===== src/rtl/fifo_enq_arbiter.sv =====
`default_nettype none
// ============================================================================
// Module : fifo_enq_arbiter
// Round-robin, burst-limited arbiter sharing one Fifo enqueue port among
// n_req producers; records the index of the last enqueued producer.
// Rev    : 1.0  initial release
// ============================================================================
module fifo_enq_arbiter #(
  parameter int width = 8,
  parameter int n_req = 4,
  parameter int idx_w = 2,
  parameter int burst = 2
) (
  input  logic                   clk,
  input  logic                   rst_n,
  input  logic [n_req-1:0]       reqEn,
  input  logic [n_req*width-1:0] reqVal,
  output logic [n_req-1:0]       reqGnt,
  input  logic                   fifoEnqRdy,
  output logic                   fifoEnqEn,
  output logic [width-1:0]       fifoEnqVal,
  output logic [idx_w-1:0]       owner,
  output logic                   ownValid,
  output logic [idx_w-1:0]       lastTag
);

  localparam logic [0:0]       C_ST_IDLE  = 1'b0;
  localparam logic [0:0]       C_ST_OWN   = 1'b1;
  localparam logic [3:0]       C_CNT_LAST = 4'(burst - 1);
  localparam logic [idx_w-1:0] C_IDX_MAX  = idx_w'(n_req - 1);
  localparam logic [idx_w:0]   C_N_REQ    = (idx_w+1)'(n_req);

  logic [0:0]       r_state;
  logic [0:0]       w_state_nxt;
  logic [idx_w-1:0] r_owner;
  logic [idx_w-1:0] r_prio;
  logic [idx_w-1:0] r_last_tag;
  logic [3:0]       r_cnt;

  logic [idx_w-1:0] w_winner;
  logic [idx_w-1:0] w_owner_inc;
  logic [idx_w:0]   w_scan;
  logic             w_in_own;
  logic             w_any_req;
  logic             w_own_req;
  logic             w_acc;
  logic             w_tenure_done;
  logic             w_release;
  logic [width-1:0] w_slice [n_req];

  for (genvar gi = 0; gi < n_req; gi++) begin : g_slice
    assign w_slice[gi] = reqVal[gi*width +: width];
  end

  // Scan from the highest offset down so the lowest offset from prio wins.
  always_comb begin
    w_winner = '0;
    w_scan   = '0;
    for (int k = n_req - 1; k >= 0; k--) begin
      w_scan = {1'b0, r_prio} + (idx_w+1)'(k);
      if (w_scan >= C_N_REQ) begin
        w_scan = w_scan - C_N_REQ;
      end
      if (reqEn[w_scan[idx_w-1:0]]) begin
        w_winner = w_scan[idx_w-1:0];
      end
    end
  end

  assign w_in_own      = (r_state == C_ST_OWN);
  assign w_any_req     = |reqEn;
  assign w_own_req     = reqEn[r_owner];
  assign w_acc         = w_in_own & fifoEnqRdy & w_own_req;
  assign w_tenure_done = w_acc & (r_cnt == C_CNT_LAST);
  assign w_release     = w_in_own & (~w_own_req | w_tenure_done);
  assign w_owner_inc   = (r_owner == C_IDX_MAX) ? '0 : r_owner + idx_w'(1);

  always_ff @(posedge clk or negedge rst_n) begin
    if (!rst_n) begin
      r_state <= C_ST_IDLE;
    end else begin
      r_state <= w_state_nxt;
    end
  end

  always_comb begin
    w_state_nxt = r_state;
    case (r_state)
      C_ST_IDLE: if (w_any_req) w_state_nxt = C_ST_OWN;
      C_ST_OWN:  if (w_release) w_state_nxt = C_ST_IDLE;
      default:   w_state_nxt = C_ST_IDLE;
    endcase
  end

  // Stalls leave cnt untouched, so only accepted words consume the burst.
  always_ff @(posedge clk or negedge rst_n) begin
    if (!rst_n) begin
      r_owner    <= '0;
      r_cnt      <= '0;
      r_prio     <= '0;
      r_last_tag <= '0;
    end else begin
      if (!w_in_own && w_any_req) begin
        r_owner <= w_winner;
        r_cnt   <= '0;
      end else if (w_acc) begin
        r_cnt <= w_tenure_done ? 4'd0 : r_cnt + 4'd1;
      end
      if (w_release) begin
        r_prio <= w_owner_inc;
      end
      if (w_acc) begin
        r_last_tag <= r_owner;
      end
    end
  end

  always_comb begin
    fifoEnqEn  = 1'b0;
    reqGnt     = '0;
    fifoEnqVal = '0;
    owner      = '0;
    ownValid   = 1'b0;
    if (w_in_own) begin
      ownValid   = 1'b1;
      owner      = r_owner;
      fifoEnqVal = w_slice[r_owner];
      fifoEnqEn  = w_acc;
      if (w_acc) begin
        reqGnt = n_req'(1) << r_owner;
      end
    end
  end

  assign lastTag = r_last_tag;

endmodule
`default_nettype wire


===== config.mk =====
export PLATFORM = sky130hd
export DESIGN_NAME = fifo_enq_arbiter
export DESIGN_NICKNAME = d
export VERILOG_FILES = /design/src/rtl/fifo_enq_arbiter.sv
export SDC_FILE = /design/constraint.sdc
export NUM_CORES = 1
export LEC_CHECK = 0
export ABC_AREA = 1
export CORE_MARGIN = 2
export CORE_UTILIZATION = 40
export DETAILED_ROUTE_END_ITERATION = 6
export GPL_TIMING_DRIVEN = 0
export PLACE_DENSITY = 0.87
export SYNTH_ARGS = -nofsm -noshare
export SYNTH_HDL_FRONTEND = slang
export SYNTH_SLANG_ARGS = --single-unit

===== constraint.sdc =====
create_clock -name clk -period 1.8 [get_ports clk]
set_input_delay 0.54 -clock clk [delete_from_list [all_inputs] [get_ports clk]]
set_output_delay 0.54 -clock clk [all_outputs]
set_load 0.02 [all_outputs]

Word level (Yosys, flattened, before mapping)
Index checks and enable logic that the tools add are counted.
Operators by class
  equal/unequal tests: 2
  bitwise operators: 8
  shifts and indexed selects: 1
  add/sub/neg operators: 9
  reductions and logical operators: 4
  $lt $le $gt $ge: 10
  muxes and demuxes: 34
Operators by type and width (count)
  2-to-1 mux 8 bit: 3
  2-to-1 mux 2 bit: 10
  2-to-1 mux 4 bit: 5
  binary-select mux 8 bit (select 2 bit): 1
  < comparator 2 x 3 -> 1 bit, second input constant: 5
  greater-or-equal comparator 3 bit, second input constant: 4
  binary-select mux 1 bit (select 2 bit): 5
  2-to-1 mux 1 bit: 9
  subtractor 2 x 1 -> 2 bit, second input constant: 4
  adder 2 x 2 -> 3 bit, second input constant: 2
  adder 4 x 1 -> 4 bit, second input constant: 1
  bitwise AND 1 bit: 4
  == test 4 x 1 -> 1 bit, second input constant: 1
  OR reduction 4 bit: 1
  left shift 1 x 2 -> 4 bit, first input constant: 1
  adder 2 x 1 -> 3 bit, second input constant: 1
  greater-or-equal comparator 2 x 3 -> 1 bit, second input constant: 1
  NOT 2 -> 3 bit: 1
  adder 2 x 1 -> 2 bit, second input constant: 1
  == test 2 bit, second input constant: 1
  NOT 1 bit: 2
  case mux 1 bit (2 select lines): 1
  nonzero test 2 bit: 1
  logical AND 1 bit: 1
  2 further kinds: 2
Storage, ports and cells
  word-level logic and storage cells: 73
  input port bits: 39
  flip-flop bits (word level): 11
  output and inout bits: 18

Logic depth before layout (Yosys ltp)
  depth in word-level cells: 9
  depth in mapped cells: 12
  mapped depth without buffers: 11

Worst setup path before layout
No wires, ideal clock.
  kind: register to output
  start point: register r_owner[0]
  end point: output reqGnt[0]
  arrival: 1321 ps
  stages on the path, launching flop included: 7
  required time: 1260 ps
  path buffers: 2
  slack: -61 ps
  path through: dfrtp_1 -> inv_1 -> buf_2 -> buf_2 -> ha_1 -> inv_1 -> nor2_1
On the way
  cells in the longest elaborated chain, start to end: 5
  elaborated cells on any way between the ends: 6
  classes of those cells: shift: 1; mux: 4; bitwise: 1
Ends and longest elaborated chain
  start: declaration: RTL line 35  | logic [idx_w-1:0] r_owner;
  start signal: assignment: RTL line 104  | r_owner <= w_winner;
  binary-select mux 1 bit (select 2 bit): RTL line 72  | assign w_own_req = reqEn[r_owner];
  2-to-1 mux 1 bit (not written as such): RTL line 72
  bitwise AND 1 bit: RTL line 73  | assign w_acc = w_in_own & fifoEnqRdy & w_own_req;
  2-to-1 mux 4 bit *: RTL line 129  | if (w_acc) begin
  2-to-1 mux 4 bit *: RTL line 124  | if (w_in_own) begin
  end: declaration: RTL line 18  | output logic [n_req-1:0] reqGnt,
Mark *: on every way between the ends. The rest lies on a longest branch, timed or not. The select of a mux whose other input is x is not followed.

Final worst setup path
  start point: register r_owner[0]
  end point: output reqGnt[3]
Same word-level chain as after synthesis.

==> metrics.md <==
| Metric | Value |
|---|---|
| Worst-skew pair later-pin latency | 0.28 ns |
| Largest cells by area after synthesis | dfrtp_1 25%, nor2_1 13%, nand2_1 12% |
| Crit path DAT | 1.68 ns |
| Chip Width | 56.8 um |
| Initial DRC count | 55 |
| Ant diodes | 0 |
| DP Area | 1740 um2 |
| First-pass GRT wire length | 5910 um |
| Nets | 303 |
| Vias in the first global route | 1434 |
| CP endpoint kind | output port |
| Worst slack, placed | -1.10 ns |
| Ys async rst share | 1.00 |
| Via count | 1499 |
| CTS Root Cell | clkbuf_4 |
| Die area | 3230 um2 |
| Post-route setup slack | -0.420 ns |
| Seq/Total Area, Yosys | 0.247 |
| Startpoint types | flip-flop |
| DRC viols | 0 |
| Path type of the worst setup path | reg -> out |
| FP Rows | 19 |
| Max Cap Viol | 0 |
| Core ar. | 2710 um2 |
| GP Congestion | 0.797 |
| VDD IR max | 1110 uV |
| Tcrit/Tclk final | 1.23 |
| Ys Warns | 0 |
| Synth Register Bits | 11 |
| CP Max Fanout | 6 |
| Area of the multi-input gates | 763 um2 |
| H-tree Lvls | 1 |
| RSZ-0062 raised after global routing | yes |
| DRT Pass-1 Iters | 4 |
| Largest net degree at the start of global routing | 12 |
| Total power | 3.23 mW |
| Post-route ant nets | 0 |
| Detailed placement HPWL | 2420 um |
| Clk sinks | 11 |
| CTS tree | done |
| WL per Instance | 14.1 um |
| Synthesized area | 1110 um2 |
| Mean Syn Cell Area | 6.09 um2 |
| Status | complete, but fails checks |
| Post-layout minimum cycle time | 2.22 ns |
| Top-count cell post-synth | nor2_1 |
| P&R area growth vs syn | 77.3% |
| Failing checks | setup timing |
| Hold_ws | 0.504 ns |
| Top_reg_cell synth | dfrtp_1 |
| Clk_skew | 0.00415 ns |
| Leakage | 1.00 nW |
| Initial Utilization | 0.411 |
| Layout cell share with drive strength beyond 1 | 0.265 |
| Initial antenna violation count | 0 |
| Net Count, Synth | 228 |
| IO buf count | 56 |
| Top cell type's share of synthesized area | 0.247 |
| Max_slew headroom | 0.645 |
| Number of fillers in the final layout | 211 |
| Via density | 5.20 |
| Worst-path clk slew | 0.07 ns |
| GRT overflow | 0 |
| Total track usage | 0.230 |
| Final setup fails | 14 |
| Synth area leader | dfrtp_1 |
| Gate Count Post-Synth | 183 |
| WP data required | 1.26 ns |
| Slew Limit Fails | 0 |
| Worst-margin pin slew | 0.531 ns |
| Top post-synthesis cells by count | 38 x nor2_1, 36 x nand2_1, 24 x inv_1 |
| Post-synth EDFFs | 0 |
| Power Dens Cells | 1630 nW/um2 |
| Worst hold path type | reg -> reg |
| Final instance area | 1980 um2 |
| Final wirelength | 4050 um |
| Final Hold Fails | 0 |
| CTS Buf Count | 3 |
| Synth unique cells | 22 |
| Longest Clk Path Bufs | 2 |
| Storage element area | 277 um2 |
| Die Y | 56.8 um |
| Io pins | 57 |
| F_max | 450 MHz |
critical path: stages (launching register included):
cell and delay [ns]:
dfrtp_1 0.46, buf_6 0.17, o21ai_2 0.07, o21ai_2 0.16
nand3_2 0.14, buf_8 0.18, nor2_4 0.10, buf_6 0.12
placed cells by master, fill, tap and decap left out, drive strengths merged:
master         Yosys  routed
or2                2       2
dlymetal6s2s       0       3
dlygate4sd2        0       7
nand4              1       1
xor2               2       2
o22ai              1       1
ha                 6       6
clkdlybuf4s50      0      30
clkdlybuf4s15      0       1
inv               25      25
nor2              38      38
a21oi              9       9
nand2             36      36
o21ai             28      28
clkbuf             2       5
nand3             15      15
dfrtp             11      11
o31ai              1       1
buf                6      36
path summary, 6_finish.rpt:
kind,to,cells past startpoint,slack (ns),startpoint
max,reqGnt[3],7,-0.42,r_owner[0]
min,lastTag[0],2,0.50,lastTag[0]
max reg2reg,r_cnt[0],10,0.08,r_owner[0]
min reg2reg,lastTag[0],2,0.50,lastTag[0]
max in group asynchronous,r_owner[1],1,0.81,rst_n
min in group asynchronous,r_owner[0],1,0.61,rst_n
kinds of logic after synthesis:
| kind of cell | after synthesis | share of synthesized area |
|---|---|---|
| buffers and inverters | 33 | 0.131 |
| flip-flops | 11 | 0.247 |
| AO/OA/AOI/OAI | 39 | 0.201 |
| XOR/XNOR | 2 | 0.0157 |
| AND/OR/NAND/NOR | 92 | 0.338 |
| adder cells (fa/ha/maj) | 6 | 0.0673 |
registers in the layout, summed over array words and instances (netlist names):
| signal | count |
|---|---|
| r_prio | 2 |
| r_state | 1 |
| r_cnt | 4 |
| lastTag | 2 |
| r_owner | 2 |
where the power goes:
part	internal, mW	leakage, nW	switching [mW]
sequential	0.340	0.139	0.105
clock	0.0861	0.0150	0.0897
combinational	1.15	0.846	1.46
cell type report:
class,count,area share
clock buffers,4,0.0133
repair buffers,70,0.344
inverters,25,0.0475
plain buffers,8,0.0494
well taps,31,0.0196
multi-input cells,139,0.386
flip-flops and latches,11,0.140
metal layers:
metal / wire length, um / part of all wire / up-vias / global-route usage
met4: 71 / 0.018 / 0 / 0.0831
met2: 2100 / 0.52 / 68 / 0.405
met1: 1510 / 0.37 / 691 / 0.268
met3: 366 / 0.090 / 7 / 0.0576
met5: 0 / 0 / - / 0
li1: - / - / 733 / -
timing repair:
action,in CTS,in global routing
buffers inserted,9,6
hold buffers,0,0
pin swaps,5,6
setup endpoints to repair,16,16
resized for setup,111,34
through the flow:
stage           util  TNS (ns)  std cells
5_1_grt        0.729     -5.14        288
4_1_cts        0.686     -3.15        283
3_5_place_dp   0.644    -12.43        270
6_report       0.729     -4.36        288
2_1_floorplan      -    -0.240        183
3_3_place_gp   0.644    -12.43        270
(Power assumes the default switching activity.)
